**src/rtl/rs_pkg.sv**
```systemverilog
// Shared widths and entry layout for the CDB-snooping reservation station.
package rs_pkg;

   localparam int unsigned DEPTH   = 4;
   localparam int unsigned DATA_W  = 16;
   localparam int unsigned TAG_W   = 4;
   localparam int unsigned INSTR_W = 16;

   // One reservation-station slot at the default widths.
   typedef struct packed {
      logic               valid;
      logic [TAG_W-1:0]   rob_idx;
      logic [INSTR_W-1:0] instr;
      logic [TAG_W-1:0]   tag1;
      logic               rdy1;
      logic [DATA_W-1:0]  val1;
      logic [TAG_W-1:0]   tag2;
      logic               rdy2;
      logic [DATA_W-1:0]  val2;
   } rs_entry_t;

   // Operand wakeup condition: waiting, broadcast present, tags equal.
   function automatic logic cdb_hit(input logic rdy, input logic cdb_valid, input logic eq);
      return ~rdy & cdb_valid & eq;
   endfunction

endpackage

```
**src/rtl/reservation_station_cdb_if.sv**
```systemverilog
// Dispatch, CDB, issue and status signals of the reservation station.
interface reservation_station_cdb_if #(
   parameter int unsigned DEPTH   = rs_pkg::DEPTH,
   parameter int unsigned DATA_W  = rs_pkg::DATA_W,
   parameter int unsigned TAG_W   = rs_pkg::TAG_W,
   parameter int unsigned INSTR_W = rs_pkg::INSTR_W
);

   logic                     in_valid;
   logic                     in_ready;
   logic [TAG_W-1:0]         in_rob_idx;
   logic [INSTR_W-1:0]       in_instr;
   logic [TAG_W-1:0]         in_tag1;
   logic [TAG_W-1:0]         in_tag2;
   logic [DATA_W-1:0]        in_val1;
   logic [DATA_W-1:0]        in_val2;
   logic                     in_rdy1;
   logic                     in_rdy2;
   logic                     cdb_valid;
   logic [TAG_W-1:0]         cdb_tag;
   logic [DATA_W-1:0]        cdb_val;
   logic                     fu_busy;
   logic                     flush;
   logic                     out_valid;
   logic [TAG_W-1:0]         out_rob_idx;
   logic [INSTR_W-1:0]       out_instr;
   logic [DATA_W-1:0]        out_val1;
   logic [DATA_W-1:0]        out_val2;
   logic [$clog2(DEPTH):0]   occupancy;

   // Producer side: dispatch, CDB and FU control.
   modport master (
      output in_valid, in_rob_idx, in_instr, in_tag1, in_tag2, in_val1, in_val2,
             in_rdy1, in_rdy2, cdb_valid, cdb_tag, cdb_val, fu_busy, flush,
      input  in_ready, out_valid, out_rob_idx, out_instr, out_val1, out_val2, occupancy
   );

   // Reservation station side.
   modport slave (
      input  in_valid, in_rob_idx, in_instr, in_tag1, in_tag2, in_val1, in_val2,
             in_rdy1, in_rdy2, cdb_valid, cdb_tag, cdb_val, fu_busy, flush,
      output in_ready, out_valid, out_rob_idx, out_instr, out_val1, out_val2, occupancy
   );

endinterface

```
**src/rtl/rs_prio_enc.sv**
```systemverilog
// Lowest-index priority encoder with one-hot and binary outputs.
module rs_prio_enc #(
   parameter int unsigned DEPTH = 4
) (
   input  logic [DEPTH-1:0]         req_i,
   output logic [DEPTH-1:0]         onehot_o,
   output logic [$clog2(DEPTH)-1:0] idx_o,
   output logic                     valid_o
);

   localparam int unsigned IdxW = $clog2(DEPTH);

   // Scan from the top down so the lowest set request wins.
   always_comb begin
      onehot_o = '0;
      idx_o    = '0;
      valid_o  = 1'b0;
      for (int i = DEPTH - 1; i >= 0; i--) begin
         if (req_i[i]) begin
            onehot_o    = '0;
            onehot_o[i] = 1'b1;
            idx_o       = IdxW'(i);
            valid_o     = 1'b1;
         end
      end
   end

endmodule

```
**src/rtl/reservation_station_cdb.sv**
```systemverilog
// Reservation station: holds renamed ops, wakes operands from the CDB, issues one per cycle.
module reservation_station_cdb
   import rs_pkg::*;
#(
   parameter int unsigned DEPTH   = rs_pkg::DEPTH,
   parameter int unsigned DATA_W  = rs_pkg::DATA_W,
   parameter int unsigned TAG_W   = rs_pkg::TAG_W,
   parameter int unsigned INSTR_W = rs_pkg::INSTR_W
) (
   input logic                      clk,
   input logic                      rst_n,
   reservation_station_cdb_if.slave rs
);

   localparam int unsigned IdxW = $clog2(DEPTH);
   localparam int unsigned OccW = IdxW + 1;

   // Same layout as rs_pkg::rs_entry_t but at this instance's widths.
   typedef struct packed {
      logic               valid;
      logic [TAG_W-1:0]   rob_idx;
      logic [INSTR_W-1:0] instr;
      logic [TAG_W-1:0]   tag1;
      logic               rdy1;
      logic [DATA_W-1:0]  val1;
      logic [TAG_W-1:0]   tag2;
      logic               rdy2;
      logic [DATA_W-1:0]  val2;
   } entry_t;

   entry_t ent_q [DEPTH];
   entry_t ent_d [DEPTH];
   entry_t new_ent;

   logic [DEPTH-1:0]   free_vec, ready_vec, free_oh, ready_oh;
   logic [IdxW-1:0]    ready_idx;
   logic [IdxW-1:0]    unused_free_idx;  // allocation is driven by the one-hot form
   logic               has_free, has_ready, accept, issue;

   logic               out_valid_q, out_valid_d;
   logic [TAG_W-1:0]   out_rob_q, out_rob_d;
   logic [INSTR_W-1:0] out_instr_q, out_instr_d;
   logic [DATA_W-1:0]  out_val1_q, out_val1_d;
   logic [DATA_W-1:0]  out_val2_q, out_val2_d;
   logic [OccW-1:0]    occ_q, occ_d;

   // Free and ready vectors from registered entry state only.
   always_comb begin
      free_vec  = '0;
      ready_vec = '0;
      for (int i = 0; i < DEPTH; i++) begin
         free_vec[i]  = ~ent_q[i].valid;
         ready_vec[i] = ent_q[i].valid & ent_q[i].rdy1 & ent_q[i].rdy2;
      end
   end

   rs_prio_enc #(
      .DEPTH (DEPTH)
   ) u_free_enc (
      .req_i    (free_vec),
      .onehot_o (free_oh),
      .idx_o    (unused_free_idx),
      .valid_o  (has_free)
   );

   rs_prio_enc #(
      .DEPTH (DEPTH)
   ) u_ready_enc (
      .req_i    (ready_vec),
      .onehot_o (ready_oh),
      .idx_o    (ready_idx),
      .valid_o  (has_ready)
   );

   assign rs.in_ready = has_free;
   assign accept      = rs.in_valid & has_free & ~rs.flush;
   assign issue       = has_ready & ~rs.fu_busy & ~rs.flush;

   // Incoming entry, with operands captured straight off a matching CDB broadcast.
   always_comb begin
      new_ent         = '0;
      new_ent.valid   = 1'b1;
      new_ent.rob_idx = rs.in_rob_idx;
      new_ent.instr   = rs.in_instr;
      new_ent.tag1    = rs.in_tag1;
      new_ent.tag2    = rs.in_tag2;
      new_ent.rdy1    = rs.in_rdy1;
      new_ent.rdy2    = rs.in_rdy2;
      new_ent.val1    = rs.in_val1;
      new_ent.val2    = rs.in_val2;
      if (cdb_hit(rs.in_rdy1, rs.cdb_valid, rs.in_tag1 == rs.cdb_tag)) begin
         new_ent.rdy1 = 1'b1;
         new_ent.val1 = rs.cdb_val;
      end
      if (cdb_hit(rs.in_rdy2, rs.cdb_valid, rs.in_tag2 == rs.cdb_tag)) begin
         new_ent.rdy2 = 1'b1;
         new_ent.val2 = rs.cdb_val;
      end
   end

   // Entry next state: flush beats everything, else wakeup, issue-free, then allocate.
   always_comb begin
      for (int i = 0; i < DEPTH; i++) begin
         ent_d[i] = ent_q[i];
         if (rs.flush) begin
            ent_d[i].valid = 1'b0;
         end else begin
            if (ent_q[i].valid &&
                cdb_hit(ent_q[i].rdy1, rs.cdb_valid, ent_q[i].tag1 == rs.cdb_tag)) begin
               ent_d[i].rdy1 = 1'b1;
               ent_d[i].val1 = rs.cdb_val;
            end
            if (ent_q[i].valid &&
                cdb_hit(ent_q[i].rdy2, rs.cdb_valid, ent_q[i].tag2 == rs.cdb_tag)) begin
               ent_d[i].rdy2 = 1'b1;
               ent_d[i].val2 = rs.cdb_val;
            end
            if (issue && ready_oh[i]) begin
               ent_d[i].valid = 1'b0;
            end
            // Free slots come from pre-edge valid bits, so never the slot issuing now.
            if (accept && free_oh[i]) begin
               ent_d[i] = new_ent;
            end
         end
      end
   end

   // Issue registers and occupancy counter next state.
   always_comb begin
      out_valid_d = 1'b0;
      out_rob_d   = out_rob_q;
      out_instr_d = out_instr_q;
      out_val1_d  = out_val1_q;
      out_val2_d  = out_val2_q;
      occ_d       = occ_q;
      if (rs.flush) begin
         occ_d = '0;
      end else begin
         if (issue) begin
            out_valid_d = 1'b1;
            out_rob_d   = ent_q[ready_idx].rob_idx;
            out_instr_d = ent_q[ready_idx].instr;
            out_val1_d  = ent_q[ready_idx].val1;
            out_val2_d  = ent_q[ready_idx].val2;
         end
         if (accept && !issue) begin
            occ_d = occ_q + OccW'(1);
         end else if (!accept && issue) begin
            occ_d = occ_q - OccW'(1);
         end
      end
   end

   // Entry storage.
   always_ff @(posedge clk or negedge rst_n) begin
      if (!rst_n) begin
         for (int i = 0; i < DEPTH; i++) begin
            ent_q[i] <= '0;
         end
      end else begin
         for (int i = 0; i < DEPTH; i++) begin
            ent_q[i] <= ent_d[i];
         end
      end
   end

   // Registered issue port and occupancy.
   always_ff @(posedge clk or negedge rst_n) begin
      if (!rst_n) begin
         out_valid_q <= 1'b0;
         out_rob_q   <= '0;
         out_instr_q <= '0;
         out_val1_q  <= '0;
         out_val2_q  <= '0;
         occ_q       <= '0;
      end else begin
         out_valid_q <= out_valid_d;
         out_rob_q   <= out_rob_d;
         out_instr_q <= out_instr_d;
         out_val1_q  <= out_val1_d;
         out_val2_q  <= out_val2_d;
         occ_q       <= occ_d;
      end
   end

   assign rs.out_valid   = out_valid_q;
   assign rs.out_rob_idx = out_rob_q;
   assign rs.out_instr   = out_instr_q;
   assign rs.out_val1    = out_val1_q;
   assign rs.out_val2    = out_val2_q;
   assign rs.occupancy   = occ_q;

endmodule
```
**src/flat_wrapper.sv**
```systemverilog
// flat-port wrapper written by rule: the top's interface ports become plain ports
module reservation_station_cdb_flat import rs_pkg::*;
#(
   parameter int unsigned DEPTH   = rs_pkg::DEPTH,
   parameter int unsigned DATA_W  = rs_pkg::DATA_W,
   parameter int unsigned TAG_W   = rs_pkg::TAG_W,
   parameter int unsigned INSTR_W = rs_pkg::INSTR_W
)
  (clk, rst_n, rs_in_valid, rs_in_rob_idx, rs_in_instr, rs_in_tag1, rs_in_tag2, rs_in_val1, rs_in_val2, rs_in_rdy1, rs_in_rdy2, rs_cdb_valid, rs_cdb_tag, rs_cdb_val, rs_fu_busy, rs_flush, rs_in_ready, rs_out_valid, rs_out_rob_idx, rs_out_instr, rs_out_val1, rs_out_val2, rs_occupancy);
  reservation_station_cdb_if #(.DEPTH(DEPTH), .DATA_W(DATA_W), .TAG_W(TAG_W), .INSTR_W(INSTR_W)) rs_i ();
  input logic clk;
  input logic rst_n;
  input wire logic [$bits(rs_i.in_valid)-1:0] rs_in_valid;
  input wire logic [$bits(rs_i.in_rob_idx)-1:0] rs_in_rob_idx;
  input wire logic [$bits(rs_i.in_instr)-1:0] rs_in_instr;
  input wire logic [$bits(rs_i.in_tag1)-1:0] rs_in_tag1;
  input wire logic [$bits(rs_i.in_tag2)-1:0] rs_in_tag2;
  input wire logic [$bits(rs_i.in_val1)-1:0] rs_in_val1;
  input wire logic [$bits(rs_i.in_val2)-1:0] rs_in_val2;
  input wire logic [$bits(rs_i.in_rdy1)-1:0] rs_in_rdy1;
  input wire logic [$bits(rs_i.in_rdy2)-1:0] rs_in_rdy2;
  input wire logic [$bits(rs_i.cdb_valid)-1:0] rs_cdb_valid;
  input wire logic [$bits(rs_i.cdb_tag)-1:0] rs_cdb_tag;
  input wire logic [$bits(rs_i.cdb_val)-1:0] rs_cdb_val;
  input wire logic [$bits(rs_i.fu_busy)-1:0] rs_fu_busy;
  input wire logic [$bits(rs_i.flush)-1:0] rs_flush;
  output wire logic [$bits(rs_i.in_ready)-1:0] rs_in_ready;
  output wire logic [$bits(rs_i.out_valid)-1:0] rs_out_valid;
  output wire logic [$bits(rs_i.out_rob_idx)-1:0] rs_out_rob_idx;
  output wire logic [$bits(rs_i.out_instr)-1:0] rs_out_instr;
  output wire logic [$bits(rs_i.out_val1)-1:0] rs_out_val1;
  output wire logic [$bits(rs_i.out_val2)-1:0] rs_out_val2;
  output wire logic [$bits(rs_i.occupancy)-1:0] rs_occupancy;
  assign rs_i.in_valid = rs_in_valid;
  assign rs_i.in_rob_idx = rs_in_rob_idx;
  assign rs_i.in_instr = rs_in_instr;
  assign rs_i.in_tag1 = rs_in_tag1;
  assign rs_i.in_tag2 = rs_in_tag2;
  assign rs_i.in_val1 = rs_in_val1;
  assign rs_i.in_val2 = rs_in_val2;
  assign rs_i.in_rdy1 = rs_in_rdy1;
  assign rs_i.in_rdy2 = rs_in_rdy2;
  assign rs_i.cdb_valid = rs_cdb_valid;
  assign rs_i.cdb_tag = rs_cdb_tag;
  assign rs_i.cdb_val = rs_cdb_val;
  assign rs_i.fu_busy = rs_fu_busy;
  assign rs_i.flush = rs_flush;
  assign rs_in_ready = rs_i.in_ready;
  assign rs_out_valid = rs_i.out_valid;
  assign rs_out_rob_idx = rs_i.out_rob_idx;
  assign rs_out_instr = rs_i.out_instr;
  assign rs_out_val1 = rs_i.out_val1;
  assign rs_out_val2 = rs_i.out_val2;
  assign rs_occupancy = rs_i.occupancy;
  reservation_station_cdb #(.DEPTH(DEPTH), .DATA_W(DATA_W), .TAG_W(TAG_W), .INSTR_W(INSTR_W)) u_core (.clk(clk), .rst_n(rst_n), .rs(rs_i));
endmodule
```
**config.mk**
```make
export PLATFORM = sky130hd
export DESIGN_NAME = reservation_station_cdb_flat
export DESIGN_NICKNAME = d
export VERILOG_FILES = /design/src/rtl/rs_pkg.sv /design/src/rtl/reservation_station_cdb_if.sv /design/src/rtl/rs_prio_enc.sv /design/src/rtl/reservation_station_cdb.sv /design/src/flat_wrapper.sv
export SDC_FILE = /design/constraint.sdc
export NUM_CORES = 1
export LEC_CHECK = 0
export ABC_AREA = 1
export BUFFER_PORTS_ARGS = -buffer_cell sky130_fd_sc_hd__buf_4
export CORE_ASPECT_RATIO = 0.75
export CORE_MARGIN = 4
export CORE_UTILIZATION = 64
export CTS_BUF_LIST = sky130_fd_sc_hd__clkbuf_16
export DETAILED_ROUTE_END_ITERATION = 6
export GPL_ROUTABILITY_DRIVEN = 0
export PLACE_DENSITY = 0.86
export REMOVE_ABC_BUFFERS = 1
export SETUP_SLACK_MARGIN = 0.2
export SYNTH_ARGS = -nofsm -noshare
export SYNTH_HDL_FRONTEND = slang
export SYNTH_SLANG_ARGS = --single-unit
```
**constraint.sdc**
```tcl
create_clock -name clk -period 4.6 [get_ports clk]
set_input_delay 0.46 -clock clk [delete_from_list [all_inputs] [get_ports clk]]
set_output_delay 0.46 -clock clk [all_outputs]
set_load 0.01 [all_outputs]
```
* Yosys cells after proc, flatten, opt, wreduce, memory -nomap -nowiden
Index checks and enable logic that the tools add are counted.
** Word-level totals
- Bits in registers :: 308
- Input bits :: 88
- Output and inout bits :: 57
- Logic and storage cells :: 196
** Operators by class
- Add/subtract/negate cells :: 2
- Magnitude comparators :: 1
- Equality and inequality tests :: 10
- Multiplexer cells :: 50
- Bitwise operators :: 45
- Reduce and logical (&&, ||, !) cells :: 46
** Operator list (number)
- $mux 63 :: 4
- $mux 17 :: 10
- $bmux 63 s2 :: 1
- $mux 62 :: 2
- $eq 4x4->1 :: 10
- $and 1x1->1 :: 32
- $mux 4 :: 8
- $reduce_and 2->1 :: 13
- $logic_and 1x1->1 :: 18
- $mux 1 :: 18
- $reduce_bool 2->1 :: 8
- $reduce_bool 3->1 :: 5
- $not 1->1 :: 12
- $mux 3 :: 3
- $mux 2 :: 4
- $add 3x1->3 const B :: 1
- $ge 3x3->1 const B :: 1
- $not 2->3 :: 1
- $sub 3x1->3 const B :: 1
- $logic_not 1->1 :: 2

* Logic depth before layout (Yosys ltp)
Gate-level depths: netlist (run 1).
- Depth in word-level cells :: 12
- Depth in mapped cells :: 15
- Mapped depth without buffers :: 14

* Cells and area by module
From an unflattened synthesis (run 1), not the netlist that was laid out.
** Unflattened totals
- Cell total of the unflattened synthesis :: 2327
- Area total of the unflattened synthesis :: 17565.6 sq um
** By module, submodules not included
- reservation_station_cdb :: instances 1, cells each 2297, area an instance 17435.5 sq um, seq. area each 7707.4 sq um
- rs_prio_enc :: instances 2, cells each 15, area an instance 65.1 sq um, seq. area each 0.0 sq um

* Worst setup path after synthesis (run 1)
OpenSTA, ideal clock, no wires.
- Path type :: input-to-reg
- Start point :: input port rs_flush
- End point :: register u_core.occ_q[2] (netlist: u_core.rs.occupancy[2])
- Setup time :: 0.117 ns
- Arrival time :: 1.887 ns
- Required time :: 4.483 ns
- Slack :: 2.595 ns
- Cell stages on the path :: 12
- Buffers on the path :: 1
- Cell sequence :: buf_6 -> nor2_1 -> o21ai_2 -> nand2_1 -> inv_1 -> fa_1 -> xnor2_1 -> inv_1 -> nand2_1 -> nand2_1 -> nand2_1 -> nand2_1
** On the way
- Word-level cells in the longest chain between the ends :: 6
- Elaborated cells on any way between the ends :: 10
- Those cells by class :: 2 x mux; 3 x bitwise; 5 x reduce/logical
** Ends and longest elaborated chain
- from (decl) :: RTL line flat_wrapper.sv:26 : input wire logic [$bits(rs_i.flush)-1:0] rs_flush;
- $not 1->1 (no source line)
- $and 1x1->1 :: RTL line reservation_station_cdb.sv:77 : assign issue = has_ready & ~rs.fu_busy & ~rs.flush;
- $logic_not 1->1 :: RTL line reservation_station_cdb.sv:147 : if (accept && !issue) begin
- $logic_and 1x1->1 :: RTL line reservation_station_cdb.sv:147
- $mux 3 :: RTL line reservation_station_cdb.sv:147
- $mux 3 :: RTL line reservation_station_cdb.sv:137 : if (rs.flush) begin
- to (signal assigned) :: RTL line reservation_station_cdb.sv:176 : occ_q <= '0;
- to (signal assigned) :: RTL line reservation_station_cdb.sv:183 : occ_q <= occ_d;
- to (decl) :: RTL line reservation_station_cdb.sv:45 : logic [OccW-1:0] occ_q, occ_d;
Several ways; a longest one is shown, not always the timed one.
A chain may end at the register's enable or synchronous reset.

* Worst setup path in the final report (run 1)
- Start point :: register u_core.ent_q[125] in the netlist's numbering
- End point :: register u_core.out_instr_q[5] (netlist: u_core.rs.out_instr[5])
** On the way
- Word-level cells in the longest chain between the ends :: 9
- Elaborated cells on any way between the ends :: 15
- Those cells by class :: 9 x mux; 5 x bitwise; 1 x reduce/logical
** Ends and longest elaborated chain
- from (decl) :: RTL line reservation_station_cdb.sv:31 : entry_t ent_q [DEPTH];
- from (signal, indexed assignment) :: RTL line reservation_station_cdb.sv:163 : ent_q[i] <= ent_d[i];
- $and 1x1->1 * (2 in series) :: RTL line reservation_station_cdb.sv:53 : ready_vec[i] = ent_q[i].valid & ent_q[i].rdy1 & ent_q[i].rdy2;
- $mux 2 (3 in series) :: RTL line rs_prio_enc.sv:19 : if (req_i[i]) begin
- $not 2->3 (not written as such) :: RTL line reservation_station_cdb.sv:143 : out_instr_d = ent_q[ready_idx].instr;
- $bmux 63 s2 :: RTL line reservation_station_cdb.sv:143
- $mux 62 (2 in series)
- to (signal assigned) :: RTL line reservation_station_cdb.sv:180 : out_instr_q <= out_instr_d;
- to (decl) :: RTL line reservation_station_cdb.sv:42 : logic [INSTR_W-1:0] out_instr_q, out_instr_d;
Mark *: on every way between the ends. The rest lies on a longest branch, timed or not. The select of a mux whose other input is x is not followed.

==> results of run 1 <==
report_power, final:
part           switching [mW]  internal (mW)
Combinational            1.24          0.968
Clock                    1.11           1.83
Sequential              0.441           3.41
Total                    2.79           6.22
placed cells by master, fill, tap and decap left out, types with 2 or more instances in the layout:
cell / synthesis / routed
nor2_2: 2 / 2
o22ai_1: 5 / 5
o21ai_0: 177 / 177
inv_4: 4 / 4
nand3b_1: 53 / 53
dfrtp_1: 308 / 308
nand2_1: 704 / 703
o21bai_1: 16 / 16
clkinv_1: 0 / 6
inv_2: 5 / 6
xor2_1: 11 / 11
nand2_4: 9 / 11
nand2_2: 17 / 16
nand3_4: 1 / 3
nand3_1: 298 / 297
nand3_2: 4 / 3
o211ai_1: 32 / 32
nor3_1: 4 / 4
a21oi_1: 100 / 100
buf_4: 9 / 169
nor2_4: 3 / 4
bufinv_16: 0 / 11
clkbuf_16: 0 / 31
nand4_1: 22 / 22
clkinv_2: 0 / 5
inv_1: 178 / 178
nor2_1: 108 / 107
xnor2_1: 7 / 7
worst register-to-register path, delay by kind of cell (launching register included):
family                 cells  cell delay (ps)
AND/OR/NAND/NOR            9             2060
flip-flops                 1              470
buffers and inverters      1              360
worst max path at each step:
stage / from / to / slack (ps) / depth (start not counted)
after CTS: u_core.ent_q[125]$_DFFE_PN0P_ / u_core.rs.out_instr[5]$_DFFE_PN0P_ / 1740 / 10
after global routing: u_core.ent_q[125]$_DFFE_PN0P_ / u_core.rs.out_instr[5]$_DFFE_PN0P_ / 1490 / 10
after global placement: u_core.ent_q[125]$_DFFE_PN0P_ / u_core.rs.out_instr[5]$_DFFE_PN0P_ / 1940 / 10
after detailed placement: u_core.ent_q[125]$_DFFE_PN0P_ / u_core.rs.out_instr[5]$_DFFE_PN0P_ / 1770 / 10
after floorplan: u_core.ent_q[251]$_DFFE_PN0P_ / u_core.rs.out_instr[0]$_DFFE_PN0P_ / 600 / 9
final: u_core.ent_q[125]$_DFFE_PN0P_ / u_core.rs.out_instr[5]$_DFFE_PN0P_ / 1660 / 10
final cells by class:
type | count | area, um2
clock buffers | 31 | 776
clock inverters | 25 | 398
fillers | 1925 | 6360
inverters | 187 | 712
multi-input cells | 1579 | 7460
flip-flops and latches | 308 | 7710
well taps | 338 | 423
repair buffers | 172 | 1310
timing repair:
item | CTS | global route
endpoints found under the hold margin | 45 | 0
hold buffers | 1 | 0
gates resized for setup | 0 | 0
endpoints found under the setup margin | 0 | 0
cell families (layout without fill, tap and decap cells):
| logic type | Yosys count | after routing | synth area share, % |
|---|---|---|---|
| xor+xnor | 18 | 18 | 0.954 |
| buf+inv | 325 | 415 | 8.51 |
| simple gates | 1226 | 1226 | 32.8 |
| compound gates | 334 | 334 | 10.9 |
| flops | 308 | 308 | 46.7 |
| fa+ha+maj | 1 | 1 | 0.121 |
per-layer routing:
layer / vias up / global-route usage [%] / part of all wire [%]
li1: 7306 / - / -
met5: - / 0 / 0
met4: 0 / 15.3 / 5.3
met2: 1279 / 52.0 / 42
met3: 290 / 11.5 / 15
met1: 7489 / 48.4 / 38
state kept, by name (all words and copies together) (netlist names):
signal / cells
u_core.rs.out_val1: 16
u_core.rs.out_valid: 1
u_core.rs.out_rob_idx: 4
u_core.rs.out_val2: 16
u_core.rs.occupancy: 3
u_core.rs.out_instr: 16
u_core.ent_q: 252
stage by stage:
stage	worst slack, ps	total power [mW]	instance area (um2)
after floorplan	598	5.11	15800
after global placement	1940	5.94	17600
after detailed placement	1770	6.03	17600
after CTS	1740	8.97	18800
after global routing	1490	9.46	18800
final	1660	9.00	18800
==> flow_summary.toml, run 1 <==
[floorplan]
dieWidth_um = 194
die-area_um2 = 28500
start_util_pct = 65.7
die_h_um = 147
io_pins = 145
coreArea_um2 = 25100
rows = 50

[critical_path]
crit_path_start_kind = "flip-flop"
crit_path_max_incr_delay_ps = 910
endpoint_kind = "flip-flop"
path_buf_inv = 1
cp_max_fo = 76
cp.arrival_ps = 3450
reg2reg_depth = 10
crit_path_top_delay_cell = "nand2_4"
path_cells = "nand3_1 > nand3_4 > nand2_4 > buf_4 > nand2_1 > nand2_1 > nand2_1 > nand2_1 > nand2_1 > nand2_1"
r2r-start = "u_core.ent_q[125]$_DFFE_PN0P_"
worst_ep_required_time_ps = 5110
rrSetupSlack_ps = 1660
crit_top_cell = "nand2_1"
r2r-end = "u_core.rs.out_instr[5]$_DFFE_PN0P_"
cpLargestDelayFamily = "simple AND/OR/NAND/NOR gates"
path_class = "reg2reg"

[yosys]
synth.distinct_cells = 36
synthFlopType = "dfrtp_1"
synth-warning-count = 0
synth.most_common_cell = "nand2_1"
ys_ff_latch = 308
synth_common_cells = "nand2_1 (704), dfrtp_1 (308), nand3_1 (298)"
synth_area_um2 = 16500
synth-seq-area-share_pct = 46.7
yosys-top-cells-area = "dfrtp_1 (47%), nand2_1 (16%), nand3_1 (9.0%)"
syn_area_per_cell_um2 = 7.47
syn_inst = 2212
yosysTopAreaCellShare_pct = 46.7
ys_async_sr_fraction_pct = 100
synth_largest_area_cell = "dfrtp_1"
synth_edf_count = 0

[place]
placedCellCount = 2583
hpwl_um = 29800
io_buffers = 144

[flow_run]
cap_violations = 0

[power]
ir_drop_uv = 405
p_leak_nw = 9.66
power_density_nw_per_um2 = 479

[routing]
via_per_inst = 6.20
drt-total-wl_um = 51900
vias = 16400
drc = 15
wl_per_cell_um = 19.7
drtAntennaViolNets = 0
drtPass1Iterations = 7
drt-initial-drc-count = 2348

[global_route]
overflow = 0
grtUsageTotal_pct = 35.3
antenna_found_initial = 0
grt_max_degree = 111
grt_pass1_wl_um = 82300
grt_pass1_vias = 16000

[finish]
syn2layout_area_growth_pct = 13.8
instances_no_fill = 2640
diodes = 0
num-nets-final = 2367
utilization_pct = 74.7
drive_above_1_share_pct = 11.8

[timing]
setup_violations = 0
slew_headroom_pct = 25.7
layout_min_cycle_time_ps = 2940
fin_hold_ws_ps = 120
tightest_slew_ps = 1110
period_share_pct = 63.9
fin_setup_tns_ps = 0
slew_viol_final = 0
grt_setup_unrepaired = "no"
finalClockSkew_ps = 8.77
finalHoldViolations = 0
fmax_mhz = 340

[clock_tree]
clk_pin_slew_ps = 70
clock_latency_ps = 570
cts_tree = "yes"
numCtsBuffers = 30
post-cts-setup-buffers = 0
clk_path_buf_depth = 3
clock-sinks = 308
ctsHtreeMaxLevel = 1
cts-root-buf = "clkbuf_16"

[hold_path]
hold_depth = 3
holdPathEnd = "u_core.ent_q[41]$_DFFE_PN0P_"
hold_start = "rs_in_tag1[3]"
hp-class = "in2reg"

[status]
failed_checks = "design-rule violations"
status = "finished, violations left"
(Power assumes the default switching activity.)
==> inputs of run 2 (changes only) <==
- CORE_UTILIZATION: 64 -> 55
- PLACE_DENSITY: 0.86 -> 0.78
- clock period: 4.6 -> 2.36 ns (I/O delays scaled with it)
==> run 2 against run 1 <==
  * Wire length grew 1.3%
  * Non-clock buffer count grew 61
  * Die area grew 16%
  * The flow now finishes without violations
  * Critical path depth grew 2
  * Highest routed layer unchanged
  * Largest power group unchanged
  * Power grew 80%
  * Sequential share of layout area shrank 1.1 points
  * Clock skew grew 2.7 ps
  * Combinational power grew 100%
  * Final area grew 2.7%
==> flow_summary.toml, run 2 (same netlist as run 1, synthesis figures left out) <==
[routing]
drt-total-wl_um = 52600
vias = 16100
drtPass1Iterations = 6
wl_per_cell_um = 19.1
drc = 0
via_per_inst = 5.87
drt-initial-drc-count = 1916
drtAntennaViolNets = 0

[finish]
regMostFlops = "u_core.ent_q"
stdcell_area_um2 = 19300
num-nets-final = 2429
utilization_pct = 65.8
diodes = 0
instances_no_fill = 2750
drive_above_1_share_pct = 12.8
mostFrequentLayoutCells = "nand2_1 (702), dfrtp_1 (306), nand3_1 (297), buf_4 (191), inv_1 (189)"
largest_reg_flops = 252
syn2layout_area_growth_pct = 16.8
final_common_cell = "nand2_1"

[clock_tree]
clk_path_buf_depth = 3
cts_tree = "yes"
clock_latency_ps = 570
clock-sinks = 308
numCtsBuffers = 31
clk_pin_slew_ps = 60
ctsHtreeMaxLevel = 1
cts-root-buf = "clkbuf_16"

[timing]
slew_viol_final = 0
period_share_pct = 90.6
layout_min_cycle_time_ps = 2140
finalHoldViolations = 0
fin_setup_tns_ps = 0
setup_violations = 0
finalClockSkew_ps = 11.4
tightest_slew_ps = 660
slew_headroom_pct = 56.0
fmax_mhz = 468
worst_slack_ps = 222
grt_setup_unrepaired = "yes"

[critical_path]
cpLargestDelayFamily = "simple AND/OR/NAND/NOR gates"
path_buf_inv = 2
rrSetupSlack_ps = 220
r2r-end = "u_core.rs.occupancy[2]$_DFFE_PN0P_"
reg2reg_depth = 12
worst_ep_required_time_ps = 2810
crit_path_max_incr_delay_ps = 510
cp.depth = 12
crit_start = "u_core.ent_q[251]$_DFFE_PN0P_"
endpoint_kind = "flip-flop"
cp.arrival_ps = 2590
cp_max_fo = 8
path_class = "reg2reg"
crit_path_start_kind = "flip-flop"
crit_path_top_delay_cell = "dfrtp_1"
crit_top_cell = "nand2_1"
worstSetupEndpoint = "u_core.rs.occupancy[2]$_DFFE_PN0P_"
r2r-start = "u_core.ent_q[251]$_DFFE_PN0P_"
path_cells = "nand3_2 > nand2_1 > o21ai_4 > nand2_2 > inv_1 > fa_1 > xnor2_2 > inv_1 > nand2_1 > nand2_1 > nand2_1 > nand2_1"

[place]
hpwl_um = 32400
io_buffers = 144
placed_cell_area_um2 = 18200
dp_slack_ps = 164
placedCellCount = 2674

[floorplan]
rows = 54
die_h_um = 158
start_util_pct = 56.3
dieWidth_um = 208
die-area_um2 = 32900
io_pins = 145
coreArea_um2 = 29300

[power]
power_density_nw_per_um2 = 841
p_leak_nw = 9.91
ir_drop_uv = 614

[global_route]
grt_pass1_wl_um = 84200
grt_pass1_vias = 15900
grtUsageTotal_pct = 31.5
antenna_found_initial = 0
grt_max_degree = 69
overflow = 0

[hold_path]
hp-class = "in2reg"
hold_start = "rs_fu_busy"

[status]
status = "finished, final reports clean"

[flow_run]
cap_violations = 0
==> run 2: tightest hold or removal path: cells and delay by family <==
| kind | cells | cell delay, ps |
|---|---|---|
| AO/OA/AOI/OAI | 2 | 200 |
| buffers and inverters | 1 | 90 |
==> run 2: stage by stage <==
step                      hold WS [ps]  power [mW]
after global placement             247        11.7
final                             11.0        16.2
after detailed placement           247        11.8
after floorplan                  -59.6        9.95
after global routing              10.7        17.2
after CTS                        0.940        16.3
==> run 2: layer usage <==
metal / vias to the layer above / part of all wire, % / global-route usage (%)
met5: - / 0 / 0
met4: 0 / 3.2 / 9.60
met3: 160 / 12 / 7.73
met2: 979 / 44 / 49.8
met1: 7571 / 41 / 43.6
li1: 7436 / - / -
==> run 2: final cells by class <==
class	instances	area, um2
clock buffers	31	776
clock inverters	20	82.6
fillers	2494	10000
inverters	187	714
multi-input cells	1579	7470
flip-flops and latches	308	7710
well taps	392	490
repair buffers	233	2060
==> run 2: how the worst min path moves through the flow <==
| stage | cells past startpoint | endpoint |
|---|---|---|
| after floorplan | 0 | u_core.ent_q[0]$_DFFE_PN0P_ |
| after global placement | 1 | u_core.rs.out_instr[12]$_DFFE_PN0P_ |
| after detailed placement | 1 | u_core.rs.out_rob_idx[2]$_DFFE_PN0P_ |
| after CTS | 3 | u_core.ent_q[188]$_DFFE_PN0P_ |
| after global routing | 3 | u_core.ent_q[75]$_DFFE_PN0P_ |
| final | 3 | u_core.ent_q[188]$_DFFE_PN0P_ |
==> run 2: report_power, final <==
part / internal (mW) / switching [mW]
clock: 2.34 / 2.03
sequential: 6.65 / 0.791
combinational: 1.99 / 2.43
==> run 2: timing repair <==
item	4_1_cts	5_1_grt
resized for setup	2	5
endpoints found under the hold margin	108	0
hold buffers	21	0
setup endpoints to repair	1	12
pin swaps	0	1
buffers inserted	0	4
